`src/rtl/fp16_pkg.sv`:
```
// Shared definitions for the fp16 multiply sequencer: field widths, bias, special constants,
// FSM state encoding and flag bit positions.
// No logic; imported by the interface, the sequencer and its shift-add datapath.
package fp16_pkg;

    localparam int EXP_W  = 5;
    localparam int MAN_W  = 10;
    localparam int WORD_W = 1 + EXP_W + MAN_W;
    localparam int SIG_W  = MAN_W + 1;          // significand including hidden bit
    localparam int PROD_W = 2 * SIG_W;          // full significand product
    localparam int CNT_W  = $clog2(SIG_W);      // shift-add step counter
    localparam int E_W    = EXP_W + 2;          // signed working exponent
    localparam int BIAS   = (1 << (EXP_W - 1)) - 1;

    localparam logic [WORD_W-1:0] FP16_QNAN    = 16'h7E00;
    localparam logic [EXP_W-1:0]  FP16_INF_EXP = 5'h1F;

    typedef enum logic [1:0] {
        IDLE = 2'd0,
        MUL  = 2'd1,
        NORM = 2'd2,
        DONE = 2'd3
    } state_t;

    localparam int FLAG_W       = 4;
    localparam int FLAG_INVALID = 3;
    localparam int FLAG_OVERFLOW = 2;
    localparam int FLAG_UNDERFLOW = 1;
    localparam int FLAG_INEXACT = 0;

endpackage

```
`src/rtl/fp16_mul_sequencer_if.sv`:
```
// Operand/result handshake bundle for the fp16 multiply sequencer.
// slave: the sequencer (drives in_ready, out_valid, result, flags, busy).
// master: the operand producer / result consumer side.
interface fp16_mul_sequencer_if;
    import fp16_pkg::*;

    logic              in_valid;
    logic              in_ready;
    logic [WORD_W-1:0] op_a;
    logic [WORD_W-1:0] op_b;
    logic              out_valid;
    logic              out_ready;
    logic [WORD_W-1:0] result;
    logic [FLAG_W-1:0] flags;
    logic              busy;

    modport master (
        output in_valid, op_a, op_b, out_ready,
        input  in_ready, out_valid, result, flags, busy
    );

    modport slave (
        input  in_valid, op_a, op_b, out_ready,
        output in_ready, out_valid, result, flags, busy
    );

endinterface

```
`src/rtl/fp16_mant_shiftadd.sv`:
```
// Serial 11x11 significand multiplier: one conditional add of (ma << shamt) per step.
// Ports: load (capture ma/mb, clear P), step (one add/shift), shamt (step index), prod (P).
// No handshake; the sequencer owns timing and issues exactly SIG_W steps after a load.
module fp16_mant_shiftadd
    import fp16_pkg::*;
(
    input  logic              clk,
    input  logic              rst_n,
    input  logic              load,
    input  logic              step,
    input  logic [SIG_W-1:0]  ma_in,
    input  logic [SIG_W-1:0]  mb_in,
    input  logic [CNT_W-1:0]  shamt,
    output logic [PROD_W-1:0] prod
);

    logic [SIG_W-1:0]  ma_q;
    logic [SIG_W-1:0]  mb_q;
    logic [PROD_W-1:0] p_q;
    logic [PROD_W-1:0] addend;

    // Multiplier bits are consumed LSB first, so the partial product weight is the step index.
    always_comb begin
        addend = '0;
        if (mb_q[0]) begin
            addend = {{(PROD_W-SIG_W){1'b0}}, ma_q} << shamt;
        end
    end

    always_ff @(posedge clk or negedge rst_n) begin
        if (!rst_n) begin
            ma_q <= '0;
            mb_q <= '0;
            p_q  <= '0;
        end else if (load) begin
            ma_q <= ma_in;
            mb_q <= mb_in;
            p_q  <= '0;
        end else if (step) begin
            p_q  <= p_q + addend;
            mb_q <= mb_q >> 1;
        end
    end

    assign prod = p_q;

endmodule

```
`src/rtl/fp16_mul_sequencer.sv`:
```
// Multi-cycle fp16 multiply: accept in IDLE, 11 shift-add steps, 1 normalize cycle, hold in DONE.
// Latency: out_valid rises 13 cycles after the accept cycle, for every operand class.
// Backpressure: result/flags held in DONE until out_ready; in_ready only in IDLE.
module fp16_mul_sequencer
    import fp16_pkg::*;
(
    input  logic                 clk,
    input  logic                 rst_n,
    fp16_mul_sequencer_if.slave  bus
);

    localparam logic signed [E_W-1:0] E_OVF  = E_W'(FP16_INF_EXP);
    localparam logic signed [E_W-1:0] E_UNF  = '0;
    localparam logic        [E_W-1:0] E_BIAS = E_W'(BIAS);

    state_t              state;
    state_t              state_nxt;
    logic [CNT_W-1:0]    cnt;
    logic                last_step;
    logic                load;
    logic                step;

    logic                sign_q;
    logic [EXP_W-1:0]    ea_q;
    logic [EXP_W-1:0]    eb_q;
    logic [PROD_W-1:0]   prod;

    logic signed [E_W-1:0] e_sum;
    logic signed [E_W-1:0] e_adj;
    logic [MAN_W-1:0]    man;
    logic                sticky;
    logic                any_inf;
    logic                any_zero;

    logic [WORD_W-1:0]   result_q;
    logic [WORD_W-1:0]   result_nxt;
    logic [FLAG_W-1:0]   flags_q;
    logic [FLAG_W-1:0]   flags_nxt;

    // ---------------- FSM: state register ----------------
    always_ff @(posedge clk or negedge rst_n) begin
        if (!rst_n) begin
            state <= IDLE;
        end else begin
            state <= state_nxt;
        end
    end

    assign last_step = (cnt == CNT_W'(SIG_W - 1));

    // ---------------- FSM: next state ----------------
    always_comb begin
        state_nxt = state;
        case (state)
            IDLE:    if (bus.in_valid)  state_nxt = MUL;
            MUL:     if (last_step)     state_nxt = NORM;
            NORM:                       state_nxt = DONE;
            DONE:    if (bus.out_ready) state_nxt = IDLE;
            default:                    state_nxt = IDLE;
        endcase
    end

    // ---------------- FSM: outputs ----------------
    always_comb begin
        bus.in_ready  = 1'b0;
        bus.out_valid = 1'b0;
        bus.busy      = 1'b0;
        load          = 1'b0;
        step          = 1'b0;
        case (state)
            IDLE: begin
                bus.in_ready = 1'b1;
                load         = bus.in_valid;
            end
            MUL: begin
                bus.busy = 1'b1;
                step     = 1'b1;
            end
            NORM:    bus.busy      = 1'b1;
            DONE:    bus.out_valid = 1'b1;
            default: ;
        endcase
    end

    // ---------------- operand capture and step counter ----------------
    always_ff @(posedge clk or negedge rst_n) begin
        if (!rst_n) begin
            sign_q <= 1'b0;
            ea_q   <= '0;
            eb_q   <= '0;
            cnt    <= '0;
        end else if (load) begin
            sign_q <= bus.op_a[WORD_W-1] ^ bus.op_b[WORD_W-1];
            ea_q   <= bus.op_a[MAN_W +: EXP_W];
            eb_q   <= bus.op_b[MAN_W +: EXP_W];
            cnt    <= '0;
        end else if (step) begin
            cnt <= cnt + 1'b1;
        end
    end

    fp16_mant_shiftadd u_shiftadd (
        .clk   (clk),
        .rst_n (rst_n),
        .load  (load),
        .step  (step),
        .ma_in ({1'b1, bus.op_a[MAN_W-1:0]}),
        .mb_in ({1'b1, bus.op_b[MAN_W-1:0]}),
        .shamt (cnt),
        .prod  (prod)
    );

    // ---------------- normalize, truncate, special values ----------------
    always_comb begin
        e_sum    = $signed(E_W'({2'b00, ea_q}) + E_W'({2'b00, eb_q}) - E_BIAS);
        any_inf  = (ea_q == FP16_INF_EXP) || (eb_q == FP16_INF_EXP);
        any_zero = (ea_q == '0) || (eb_q == '0);

        // Product of two [1,2) significands lies in [1,4); top bit set means the [2,4) case.
        if (prod[PROD_W-1]) begin
            man    = prod[PROD_W-2 -: MAN_W];
            sticky = |prod[PROD_W-MAN_W-2:0];
            e_adj  = e_sum + E_W'(1);
        end else begin
            man    = prod[PROD_W-3 -: MAN_W];
            sticky = |prod[PROD_W-MAN_W-3:0];
            e_adj  = e_sum;
        end

        result_nxt = {sign_q, e_adj[EXP_W-1:0], man};
        flags_nxt  = '0;
        if (any_inf && any_zero) begin
            result_nxt                = FP16_QNAN;
            flags_nxt[FLAG_INVALID]   = 1'b1;
        end else if (any_inf) begin
            result_nxt = {sign_q, FP16_INF_EXP, {MAN_W{1'b0}}};
        end else if (any_zero) begin
            // Subnormal inputs are flushed, so a zero exponent field means a zero operand.
            result_nxt = {sign_q, {(EXP_W+MAN_W){1'b0}}};
        end else if (e_adj >= E_OVF) begin
            result_nxt                = {sign_q, FP16_INF_EXP, {MAN_W{1'b0}}};
            flags_nxt[FLAG_OVERFLOW]  = 1'b1;
            flags_nxt[FLAG_INEXACT]   = 1'b1;
        end else if (e_adj <= E_UNF) begin
            result_nxt                = {sign_q, {(EXP_W+MAN_W){1'b0}}};
            flags_nxt[FLAG_UNDERFLOW] = 1'b1;
            flags_nxt[FLAG_INEXACT]   = 1'b1;
        end else begin
            flags_nxt[FLAG_INEXACT]   = sticky;
        end
    end

    // Result registers load only in NORM, so they hold through DONE and idle afterwards.
    always_ff @(posedge clk or negedge rst_n) begin
        if (!rst_n) begin
            result_q <= '0;
            flags_q  <= '0;
        end else if (state == NORM) begin
            result_q <= result_nxt;
            flags_q  <= flags_nxt;
        end
    end

    assign bus.result = result_q;
    assign bus.flags  = flags_q;

endmodule

```
`src/flat_wrapper.sv`:
```
// flat-port wrapper written by rule: the top's interface ports become plain ports
module fp16_mul_sequencer_flat import fp16_pkg::*;
  (clk, rst_n, bus_in_valid, bus_op_a, bus_op_b, bus_out_ready, bus_in_ready, bus_out_valid, bus_result, bus_flags, bus_busy);
  fp16_mul_sequencer_if bus_i ();
  input  logic clk;
  input  logic rst_n;
  input wire logic [$bits(bus_i.in_valid)-1:0] bus_in_valid;
  input wire logic [$bits(bus_i.op_a)-1:0] bus_op_a;
  input wire logic [$bits(bus_i.op_b)-1:0] bus_op_b;
  input wire logic [$bits(bus_i.out_ready)-1:0] bus_out_ready;
  output wire logic [$bits(bus_i.in_ready)-1:0] bus_in_ready;
  output wire logic [$bits(bus_i.out_valid)-1:0] bus_out_valid;
  output wire logic [$bits(bus_i.result)-1:0] bus_result;
  output wire logic [$bits(bus_i.flags)-1:0] bus_flags;
  output wire logic [$bits(bus_i.busy)-1:0] bus_busy;
  assign bus_i.in_valid = bus_in_valid;
  assign bus_i.op_a = bus_op_a;
  assign bus_i.op_b = bus_op_b;
  assign bus_i.out_ready = bus_out_ready;
  assign bus_in_ready = bus_i.in_ready;
  assign bus_out_valid = bus_i.out_valid;
  assign bus_result = bus_i.result;
  assign bus_flags = bus_i.flags;
  assign bus_busy = bus_i.busy;
  fp16_mul_sequencer u_core (.clk(clk), .rst_n(rst_n), .bus(bus_i));
endmodule
```
`config.mk`:
```
export PLATFORM = sky130hd
export DESIGN_NAME = fp16_mul_sequencer_flat
export DESIGN_NICKNAME = d
export VERILOG_FILES = /design/src/rtl/fp16_pkg.sv /design/src/rtl/fp16_mul_sequencer_if.sv /design/src/rtl/fp16_mant_shiftadd.sv /design/src/rtl/fp16_mul_sequencer.sv /design/src/flat_wrapper.sv
export SDC_FILE = /design/constraint.sdc
export NUM_CORES = 1
export LEC_CHECK = 0
export BUFFER_PORTS_ARGS = -buffer_cell sky130_fd_sc_hd__buf_2
export CAP_MARGIN = 25
export CORE_MARGIN = 2
export CORE_UTILIZATION = 55
export CTS_BUF_LIST = sky130_fd_sc_hd__clkbuf_4
export DETAILED_ROUTE_END_ITERATION = 12
export PLACE_DENSITY_LB_ADDON = 0.1
export SYNTH_ARGS = -nofsm -noshare
export SYNTH_HDL_FRONTEND = slang
export SYNTH_SLANG_ARGS = --single-unit
export TNS_END_PERCENT = 30
```
`constraint.sdc`:
```
create_clock -name clk -period 9 [get_ports clk]
set_input_delay 1.35 -clock clk [delete_from_list [all_inputs] [get_ports clk]]
set_output_delay 1.35 -clock clk [all_outputs]
set_load 0.1 [all_outputs]
```
Yosys cells after proc, flatten, opt, wreduce, memory -nomap -nowiden
Cells that the tools add are included.
{ "word_totals": {"regBits": 81, "latch_bits": 0, "ram_bits": 0, "romBits": 0, "input_bits": 36, "word_cells": 72, "mem_count": 0} }
{ "op_classes": {"addsub": 5, "multipliers": 0, "div": 0, "order_cmp": 2, "eq_ne": 9, "n_shift": 1, "muxes": 33, "bitwise": 1, "reduce_logical": 11} }
{ "ops": {"columns": ["operator", "count"], "rows": [
  ["22-bit two-way mux", 3],
  ["15-bit two-way mux", 4],
  ["22-bit adder", 1],
  ["11-bit two-way mux", 2],
  ["11-bit by 4-bit left shift with 22-bit output", 1],
  ["16-bit two-way mux", 1],
  ["1-bit two-way mux", 12],
  ["11-bit OR reduction", 1],
  ["5-bit == test, second input constant", 2],
  ["5-bit zero test", 2],
  ["10-bit two-way mux", 1],
  ["10-bit OR reduction", 1],
  ["3-bit two-way mux", 3],
  ["4-bit two-way mux", 2],
  ["2-bit one-hot mux with 4 select lines", 1],
  ["7-bit by 2-bit adder with 7-bit output, second input constant", 1],
  ["7-bit by 6-bit >= comparator with 1-bit output, second input constant", 1],
  ["7-bit by 1-bit <= comparator with 1-bit output, second input constant", 1],
  ["7-bit two-way mux", 1],
  ["7-bit by 4-bit subtractor with 7-bit output, second input constant", 1],
  ["5-bit by 5-bit adder with 6-bit output", 1],
  ["2-bit two-way mux", 3],
  ["4-bit by 1-bit adder with 4-bit output, second input constant", 1],
  ["2-bit == test, second input constant", 2],
  ["11 further kinds", 13]
]} }

Depth between registers and ports, before layout
Gate-level depths: netlist (run 1).
{ "logic_depth": {"depth_word": 10, "depth_mapped": 18} }

By module
From an unflattened synthesis (run 1), not the netlist that was laid out.
{ "hier_totals": {"cells_unflattened": 615, "hier_area_um2": 5771.8} }
{ "modules_own_cells": {"columns": ["mod", "n_inst", "cells_per_inst", "area_each_um2"], "rows": [
  ["fp16_mant_shiftadd", 1, 400, 3508.4],
  ["fp16_mul_sequencer", 1, 215, 2263.4]
]} }

Least setup slack after synthesis (run 1)
OpenSTA, ideal clock, no wires.
{ "synth_path": {"kind": "reg2reg", "from": "reg u_core.cnt[1]", "to": "reg u_core.u_shiftadd.p_q[21] (netlist: u_core.u_shiftadd.prod[21])", "setup_time_ns": 0.120, "arrival_ns": 3.608, "required_ns": 8.880, "slack_ns": 5.272, "stages_incl_launch_ff": 18, "path_buffers": 3, "period_less_slack_ns": 3.728, "path_cell_list": "dfrtp_1 clkbuf_1 buf_1 clkbuf_1 inv_1 a31oi_1 nor2_1 a21oi_1 nor2_1 ha_1 a21oi_1 o21ai_0 a311oi_1 o211ai_1 a31oi_1 xor2_1 a21oi_1 a31o_2"} }
{ "synth_via": {"elab_chain_len": 5} }
{ "synth_rtl": {"columns": ["element", "line_no", "rtl"], "rows": [
  ["from (decl)", "fp16_mul_sequencer.sv:18", "logic [CNT_W-1:0] cnt;"],
  ["from (signal assigned)", "fp16_mul_sequencer.sv:98", "cnt <= cnt + 1'b1;"],
  ["11-bit by 4-bit left shift with 22-bit output", "fp16_mant_shiftadd.sv:26", "addend = {{(PROD_W-SIG_W){1'b0}}, ma_q} << shamt;"],
  ["22-bit two-way mux", "fp16_mant_shiftadd.sv:25", "if (mb_q[0]) begin"],
  ["22-bit adder", "fp16_mant_shiftadd.sv:40", "p_q <= p_q + addend;"],
  ["22-bit two-way mux", "fp16_mant_shiftadd.sv:39", "end else if (step) begin"],
  ["22-bit two-way mux", "fp16_mant_shiftadd.sv:35", "end else if (load) begin"],
  ["to (signal assigned)", "fp16_mant_shiftadd.sv:40", null],
  ["to (decl)", "fp16_mant_shiftadd.sv:19", "logic [PROD_W-1:0] p_q;"]
]} }
Every way passes these cells. The select of a mux whose other input is x is not followed.
A chain may end at the register's enable or synchronous reset.

Final worst setup path (run 1)
{ "layout_path": {"from": "reg u_core.cnt[0]", "to": "reg u_core.u_shiftadd.p_q[18] (netlist: u_core.u_shiftadd.prod[18])"} }
The elaborated chain is that of the path after synthesis.

==> metrics.cfg, run 1 <==
[run_status]
status=finished, final reports clean

[global_route]
grt_pass1_vias=4688
grt_max_degree=82
grt_pass1_wl_mm=23.13
grt_usage_pct=25.69
grt_overflow_total=0
antenna_found_initial=0

[final_layout]
nNetsFinal=784
final_common_cell=nand2_1
diodes=0
drive_above_1_share_pct=14.80
syn2layout_area_growth_pct=8.642
mostFrequentLayoutCells=nand2_1, dfrtp_1, nor2_1

[die]
start_util_pct=56.49
core-area_um2=10280
fp.dieW_um=106.7
row_count=37
ios=59
die-height_um=106.7
dieArea_um2=11390

[synth]
syn_nets=744
synth_edf_count=0
yosys.area.top_type=dfrtp_1
netlist_area_um2=5806
yosysUniqueCellTypes=77
netlist_top_cells_area=dfrtp_1, ha_1, mux2i_1
postSynthAreaPerCell_um2=8.639
async_flop_share_pct=100.0
ys_seq_area_share_pct=34.91
synth.top_cell.area_share_pct=34.91
ys_ff_latch=81
yosysWarnings=0
ys.flop_type=dfrtp_1
synth_cells=672

[routing]
routed.top_layer=met4
postRouteAntennaNets=0
drt-initial-drc-count=374
dr_wl_met3_um=701
post_drt_wl_per_cell_um=16.54
drt-met1-wl_mm=6.612
drt-total-wl_mm=14.09
drtPass1Iterations=5
drcViolationCount=0
avgViaCountPerCell=5.853
wl_met2_mm=6.442
vias=4987

[cts]
postCtsSetupRepairBufs=0
cts_tree=done
cts_sinks=81
root_buffer=clkbuf_4
numCtsBuffers=9
htree_levels=3
cts_resized=0
postCtsHoldBufs=0
cts_buffer_depth=2
path_clk_slew_ps=150
insertion_delay_ps=480

[worst_setup_path]
arrival_ps=4570
critPathKind=flip-flop to flip-flop
cp-start-kind=flip-flop
cp_max_fo=18
cp_cell_sequence=clkinv_1 > and3_1 > a21oi_1 > a21o_1 > o22ai_1 > and2_1 > ha_1 > nand3_1 > nor3_1 > a211o_1 > a21oi_1 > o31a_1 > o21ai_0 > mux2i_1 > a311o_1
cp_num_cells=15
critical-path-top-delay-family=compound AO/OA/AOI/OAI gates
slowest_delay_ps=770
critPathSlowestCell=dfrtp_1
crit_path_end_kind=flip-flop
cp.required_ps=9390
crit_buf_inv=1
ff2ff_path_depth=15
critPathMostFrequentCell=a21oi_1

[sta]
fin_setup_tns_ps=0
drv_slew=0
final-hold-violation-count=0
rsz0062_at_grt=false
setup_violations=0
clock_skew_ps=28.26
relSlewSlack_pct=41.02
fin_crit_sh_pct=46.48
min_period_ps=4183
worst_slew_pin_slew_ps=884.7
fmax_mhz=239.0

[place]
portBuffers=58
globalplace.congestion=0.9499
dp_hpwl_mm=10.35

[job]
cap_viol_max_count=0

[min_path]
min-delay-path-class=flip-flop to flip-flop
holdPathStages=1

## registers in the layout (all words and copies together), names as in the netlist
register                count
u_core.u_shiftadd.prod     22
u_core.bus.result          16
u_core.u_shiftadd.ma_q     11
u_core.u_shiftadd.mb_q     11
u_core.ea_q                 5
u_core.eb_q                 5
u_core.bus.flags            4
u_core.cnt                  4
u_core.state                2
u_core.sign_q               1
## layer usage
metal	track usage [%]	vias to the layer above
li1	-	2477
met5	0	-
met4	8.627	0
met2	40.40	135
met1	35.69	2353
met3	5.046	22
## layout make-up
class	instances	area (µm²)
fillers	921	3970
multi-input cells	530	3542
clock inverters	6	43.79
repair buffers	63	355.3
clock buffers	9	67.56
inverters	27	101.3
flip-flops and latches	81	2027
well taps	136	170.2
## through the flow
step	util [%]	hold slack, ps	area [µm²]	setup slack (ps)	cells
floorplan	-	449.5	5806	5272	672
global placement	59.90	465.2	6156	4897	835
detailed placement	59.90	480.7	6156	4903	835
CTS	60.98	514.9	6267	4856	850
global route	61.37	529.9	6307	4429	852
finish	61.37	508.9	6307	4817	852
## Yosys cell counts (5+ instances only)
master and n:
nand2_1 107, dfrtp_1 81, nor2_1 66, mux2i_1 42, o21ai_0 39, a21oi_1 38, ha_1 34, inv_1 25
clkbuf_1 22, xnor2_1 15, nand3_1 14, a211oi_1 12, a21o_1 10, nor3_1 10, o2bb2ai_1 10, buf_1 9
nor4_1 9, and2_1 8, nand2b_1 7, nand4_1 7, o22ai_1 6, a31oi_1 5, nor2b_1 5, o211ai_1 5
o21bai_1 5, xor2_1 5
## worst register-to-register path: cells and delay by family, from the launching register on
kind | cells | cell delay, ps
compound gates | 8 | 1570
fa+ha+maj | 1 | 400
mux | 1 | 110
buf+inv | 1 | 420
simple gates | 4 | 850
flops | 1 | 770
## final timing paths
check | startpoint | endpoint | slack [ps]
worst min register to register | u_core.bus.result[4] | u_core.bus.result[4] | 510
worst max-delay path | u_core.cnt[0] | u_core.u_shiftadd.prod[18] | 4820
worst max register to register | u_core.cnt[0] | u_core.u_shiftadd.prod[18] | 4820
min in group asynchronous | rst_n | u_core.bus.result[14] | 670
worst min-delay path | u_core.bus.result[4] | u_core.bus.result[4] | 510
max in group asynchronous | rst_n | u_core.u_shiftadd.mb_q[0] | 7720
## kinds of logic (layout without fill, tap and decap cells)
kind of cell	after synthesis	in the layout	share of synthesized area (%)
mux	48	48	8.858
xor+xnor	23	23	3.987
buf+inv	61	105	4.138
compound gates	167	167	19.66
simple gates	256	256	20.43
flops	81	81	34.91
fa+ha+maj	36	36	8.017
Power of run 1 is not shown: default switching activity piles up to over one toggle a cycle in this logic, so the estimate is an artifact.
==> run 2: changes to the inputs <==
--- a/config.mk
+++ b/config.mk
@@ -5,6 +5,7 @@
 export SDC_FILE = /design/constraint.sdc
 export NUM_CORES = 1
 export LEC_CHECK = 0
+export ABC_AREA = 1
 export BUFFER_PORTS_ARGS = -buffer_cell sky130_fd_sc_hd__buf_2
 export CAP_MARGIN = 25
 export CORE_MARGIN = 2
==> constraint.sdc (replaced) <==
create_clock -name clk -period 3.6 [get_ports clk]
set_input_delay 0.54 -clock clk [delete_from_list [all_inputs] [get_ports clk]]
set_output_delay 0.54 -clock clk [all_outputs]
set_load 0.1 [all_outputs]
==> run 2 against run 1 <==
Effect of this change:
- routed wire length decreased by 2.9%
- clock skew is 9.6 ps lower
- first-iteration DRC count decreased by 5.6%
- hold slack worse by 310 ps
- via count up 3.9%
- die area shrank 5.3%
- setup slack worse by 4500 ps
==> metrics.cfg, run 2 <==
[sta]
rsz0062_at_grt=true
clock_skew_ps=18.70
setup_violations=0
fmax_mhz=308.8
worst_slew_pin_slew_ps=876.9
min_period_ps=3238
fin_setup_tns_ps=0
relSlewSlack_pct=41.47
final-hold-violation-count=0
setup_ws_ps=362.1
drv_slew=0
fin_crit_sh_pct=89.94

[cts]
numCtsBuffers=9
cts_tree=done
cts_sinks=81
postCtsHoldBufs=0
insertion_delay_ps=450
cts_buffer_depth=2
htree_levels=3
path_clk_slew_ps=140
root_buffer=clkbuf_4

[worst_setup_path]
r2r-start=u_core.cnt[0]
cp-start-kind=flip-flop
arrival_ps=3540
cp_max_fo=18
crit_path_end_kind=flip-flop
setup.worst_path.start=u_core.cnt[0]
critPathKind=flip-flop to flip-flop
cp.required_ps=3910

[place]
portBuffers=58
dp_hpwl_mm=10.43
pre_cts_slack_ps=283.5
globalplace.congestion=0.9004

[routing]
post_drt_wl_per_cell_um=14.14
postRouteAntennaNets=0
drt-total-wl_mm=13.69
drtPass1Iterations=5
wl_met2_mm=6.220
vias=5181
drcViolationCount=0
drt-initial-drc-count=353
avgViaCountPerCell=5.352
routed.top_layer=met4
dr_wl_met3_um=704
drt-met1-wl_mm=6.535

[die]
dieArea_um2=10790
ios=59
start_util_pct=56.40
core-area_um2=9729
fp.dieW_um=103.9
row_count=36
die-height_um=103.9

[synth]
yosys.area.top_type=dfrtp_1
ys.flop_type=dfrtp_1
synth.top_cells.by_count=nand2_1, inv_1, dfrtp_1, o21ai_0, nor2_1
netlist_top_cells_area=dfrtp_1, nand2_1, ha_1
synth.top_cell.area_share_pct=36.94
ys_seq_area_share_pct=36.94
synth_edf_count=0
postSynthAreaPerCell_um2=7.136
yosysUniqueCellTypes=40
netlist_area_um2=5488
ys_ff_latch=81
synth.most_common_cell=nand2_1
synth_cells=769
yosysWarnings=0
async_flop_share_pct=100.0
syn_nets=841

[final_layout]
nNetsFinal=902
syn2layout_area_growth_pct=11.70
fill_cells=956
final_common_cell=nand2_1
mostFrequentLayoutCells=nand2_1, inv_1, dfrtp_1
diodes=0
drive_above_1_share_pct=13.05
largest_reg_flops=22

[global_route]
antenna_found_initial=0
grt_pass1_vias=5061
grt_max_degree=69
grt_usage_pct=27.00
grt_overflow_total=0
grt_pass1_wl_mm=23.86

[min_path]
min-delay-path-class=input pin to async pin

[job]
cap_viol_max_count=0

[run_status]
status=finished, final reports clean

[run 2: cells by family after synthesis]
group	count (synthesis)	synth area share, %
and+or+nand+nor	341	25.63
AOI/OAI and AO/OA	181	19.40
buffers and inverters	123	8.413
DFF	81	36.94
adders and majority gates	36	8.482
xor gates and xnor gates	6	0.9578
muxes	1	0.1824
[run 2: layout make-up]
class / instances / area [µm²] / share of cell area, %
Tap cell: 133 / 166.4 / 2.715
Timing Repair Buffer: 71 / 390.4 / 6.369
Sequential cell: 81 / 2027 / 33.07
Multi-Input combinational cell: 565 / 3007 / 49.05
Inverter: 102 / 386.6 / 6.307
Clock buffer: 9 / 67.56 / 1.102
Clock inverter: 7 / 85.08 / 1.388
[run 2: path summary, 6_finish.rpt]
check                                        endpoint  slack, ps  cells past startpoint
setup / recovery           u_core.u_shiftadd.prod[20]        360                     15
hold / removal                         u_core.eb_q[4]        190                      1
setup reg to reg           u_core.u_shiftadd.prod[20]        360                     15
hold reg to reg                  u_core.bus.result[3]        490                      2
max in group asynchronous   u_core.u_shiftadd.mb_q[2]       2670                      2
min in group clk                       u_core.ea_q[0]        270                      3
[run 2: per-layer routing]
metal	vias up	GRT usage, %
li1	2658	-
met2	143	43.14
met5	-	0
met4	0	10.33
met3	19	4.511
met1	2361	36.89
[run 2: critical path, cell delays in order (launching register included)]
cell and delay, ps:
dfrtp_1 430, buf_4 230, mux2i_1 260, nand2_1 70, o21ai_0 120, o21ai_0 220, nand2_1 110, o21ai_0 210
ha_1 430, nand2_1 130, nor4_1 330, nand4_1 150, nand3_1 150, a21oi_1 70, o21ai_0 100, o21ai_0 100
[run 2: through the flow]
| stage | util [%] | cell area [µm²] | hold slack (ps) | cells |
|---|---|---|---|---|
| after global routing | 63.00 | 6130 | 248.8 | 968 |
| after global placement | 61.09 | 5943 | 460.5 | 949 |
| after detailed placement | 61.09 | 5943 | 463.9 | 949 |
| after CTS | 62.65 | 6096 | 221.4 | 965 |
| after floorplan | - | 5488 | 244.4 | 769 |
| final | 63.00 | 6130 | 194.1 | 968 |
[run 2: repair_timing]
item / CTS / global route
buffers inserted: 0 / 3
gates resized for setup: 0 / 9
setup endpoints to repair: 0 / 4
Power of run 2 is left out for the same reason.
==> run 3: changes to the inputs <==
--- a/config.mk
+++ b/config.mk
@@ -8,7 +8,6 @@
 export ABC_AREA = 1
 export BUFFER_PORTS_ARGS = -buffer_cell sky130_fd_sc_hd__buf_2
 export CAP_MARGIN = 25
-export CORE_MARGIN = 2
 export CORE_UTILIZATION = 55
 export CTS_BUF_LIST = sky130_fd_sc_hd__clkbuf_4
 export DETAILED_ROUTE_END_ITERATION = 12
==> run 3 against run 2 <==
Effect of this change:
- die area decreased by 3.8%
- global-route usage rose by 1.1 points
- routed wire length fell by 0.63%
- flip-flop and latch count is the same
- sequential share of layout area decreased by 0.087 points
- final cell count decreased by 0.10%
- final area rose by 0.27%
- utilization is 0.17 points higher
- count of clock-buffer cells in the layout unchanged
- non-clock buffer count down 1
- first-iteration DRC count down 29%
- via count rose by 1.6%
==> metrics.cfg, run 3 (synthesis gave the netlist of run 2 again) <==
[routing]
drt-initial-drc-count=251
drt-total-wl_mm=13.60
vias=5263
post_drt_wl_per_cell_um=14.07
postRouteAntennaNets=0
avgViaCountPerCell=5.443
drcViolationCount=0
drtPass1Iterations=5

[cts]
postCtsHoldBufs=0
cts_sinks=81
root_buffer=clkbuf_4
numCtsBuffers=9
cts_tree=done
insertion_delay_ps=450
path_clk_slew_ps=140
cts_buffer_depth=2
htree_levels=3

[final_layout]
largest_reg_flops=22
drive_above_1_share_pct=13.07
diodes=0
final_common_cell=nand2_1
final-seq-area_um2=2027
multi_input_area_um2=3009
fill_cells=947
nNetsFinal=901
mostFrequentLayoutCells=nand2_1, inv_1, dfrtp_1
syn2layout_area_growth_pct=11.99

[sta]
setup_ws_ps=356.1
min_period_ps=3244
worst_slew_pin_slew_ps=858.8
clock_skew_ps=17.91
drv_slew=0
fin_crit_sh_pct=90.11
fmax_mhz=308.3
rsz0062_at_grt=true
setup_violations=0
final-hold-violation-count=0
relSlewSlack_pct=42.68

[worst_setup_path]
r2r_end=u_core.u_shiftadd.prod[19]
slowest_delay_ps=420
cp_cell_sequence=buf_4 > mux2i_1 > nor2_1 > a31oi_1 > nand2_1 > nand2_1 > o22ai_1 > ha_1 > nand2_1 > nor2_1 > inv_1 > o21ai_0 > a31oi_1 > inv_1 > nand2_1 > nand2_1 > nand2_1 > nand2_1 > nand2_1 > nand2_1 > o21ai_0
arrival_ps=3580
critPathKind=flip-flop to flip-flop
r2r-start=u_core.cnt[0]
critPathSlowestCell=dfrtp_1
crit_buf_inv=3
cp.required_ps=3930
crit_path_end_kind=flip-flop
ff2ff_path_depth=21
cp-start-kind=flip-flop
critical-path-top-delay-family=simple AND/OR/NAND/NOR gates
cp_max_fo=18
critPathMostFrequentCell=nand2_1
r2r_slack_ps=360

[die]
start_util_pct=56.40
row_count=36
fp.dieW_um=101.9
core-area_um2=9729
dieArea_um2=10380
die-height_um=101.9
ios=59

[place]
globalplace.congestion=0.9486
pre_cts_slack_ps=256.3
dp_hpwl_mm=10.39
portBuffers=58

[min_path]
min-delay-path-class=input pin to async pin

[global_route]
grt_max_degree=82
grt_usage_pct=28.09
antenna_found_initial=0
grt_pass1_wl_mm=22.41
grt_overflow_total=0
grt_pass1_vias=4877

[job]
cap_viol_max_count=0

[run_status]
status=finished, final reports clean

==> run 3: routing by layer <==
layer  share of wire [%]  global-route usage (%)  up-vias
met5                   0                       0        -
met1                  46                   36.99     2439
met4                 2.4                   10.11        0
met3                 5.3                   5.472       27
li1                    -                       -     2654
met2                  46                   46.21      143
==> run 3: area by class of cell <==
class | instances | share of cell area, %
clock inverters | 7 | 1.527
multi-input cells | 565 | 48.96
clock buffers | 9 | 1.099
repair buffers | 70 | 6.433
flip-flops and latches | 81 | 32.98
inverters | 102 | 6.291
well taps | 133 | 2.708
==> run 3: through the flow <==
| stage | setup TNS (ps) | cell area [µm²] | util, % | hold WS, ps | instances |
|---|---|---|---|---|---|
| after global placement | 0 | 5936 | 61.01 | 460.7 | 948 |
| after detailed placement | 0 | 5936 | 61.01 | 464.3 | 948 |
| after global routing | -5.780 | 6146 | 63.17 | 46.58 | 967 |
| final | 0 | 6146 | 63.17 | 38.41 | 967 |
| after CTS | 0 | 6097 | 62.67 | 251.2 | 964 |
| after floorplan | 0 | 5488 | - | 244.4 | 769 |
==> run 3: timing repair <==
| action | CTS | global route |
|---|---|---|
| buffers inserted | 0 | 2 |
| resized for setup | 0 | 7 |
| setup endpoints to repair | 0 | 4 |
| hold endpoints to repair | 0 | 0 |
==> run 3: worst max-delay path by stage <==
stage	from	endpoint	slack [ps]	depth (start not counted)
after floorplan	u_core.cnt[0]	u_core.u_shiftadd.prod[18]	530	20
after global placement	u_core.cnt[0]	u_core.u_shiftadd.prod[18]	390	20
after detailed placement	u_core.cnt[0]	u_core.u_shiftadd.prod[18]	260	20
after CTS	u_core.cnt[0]	u_core.u_shiftadd.prod[18]	200	20
after global routing	u_core.cnt[0]	u_core.u_shiftadd.prod[19]	-6	22
final	u_core.cnt[0]	u_core.u_shiftadd.prod[19]	360	21
Power of run 3 is left out for the same reason.
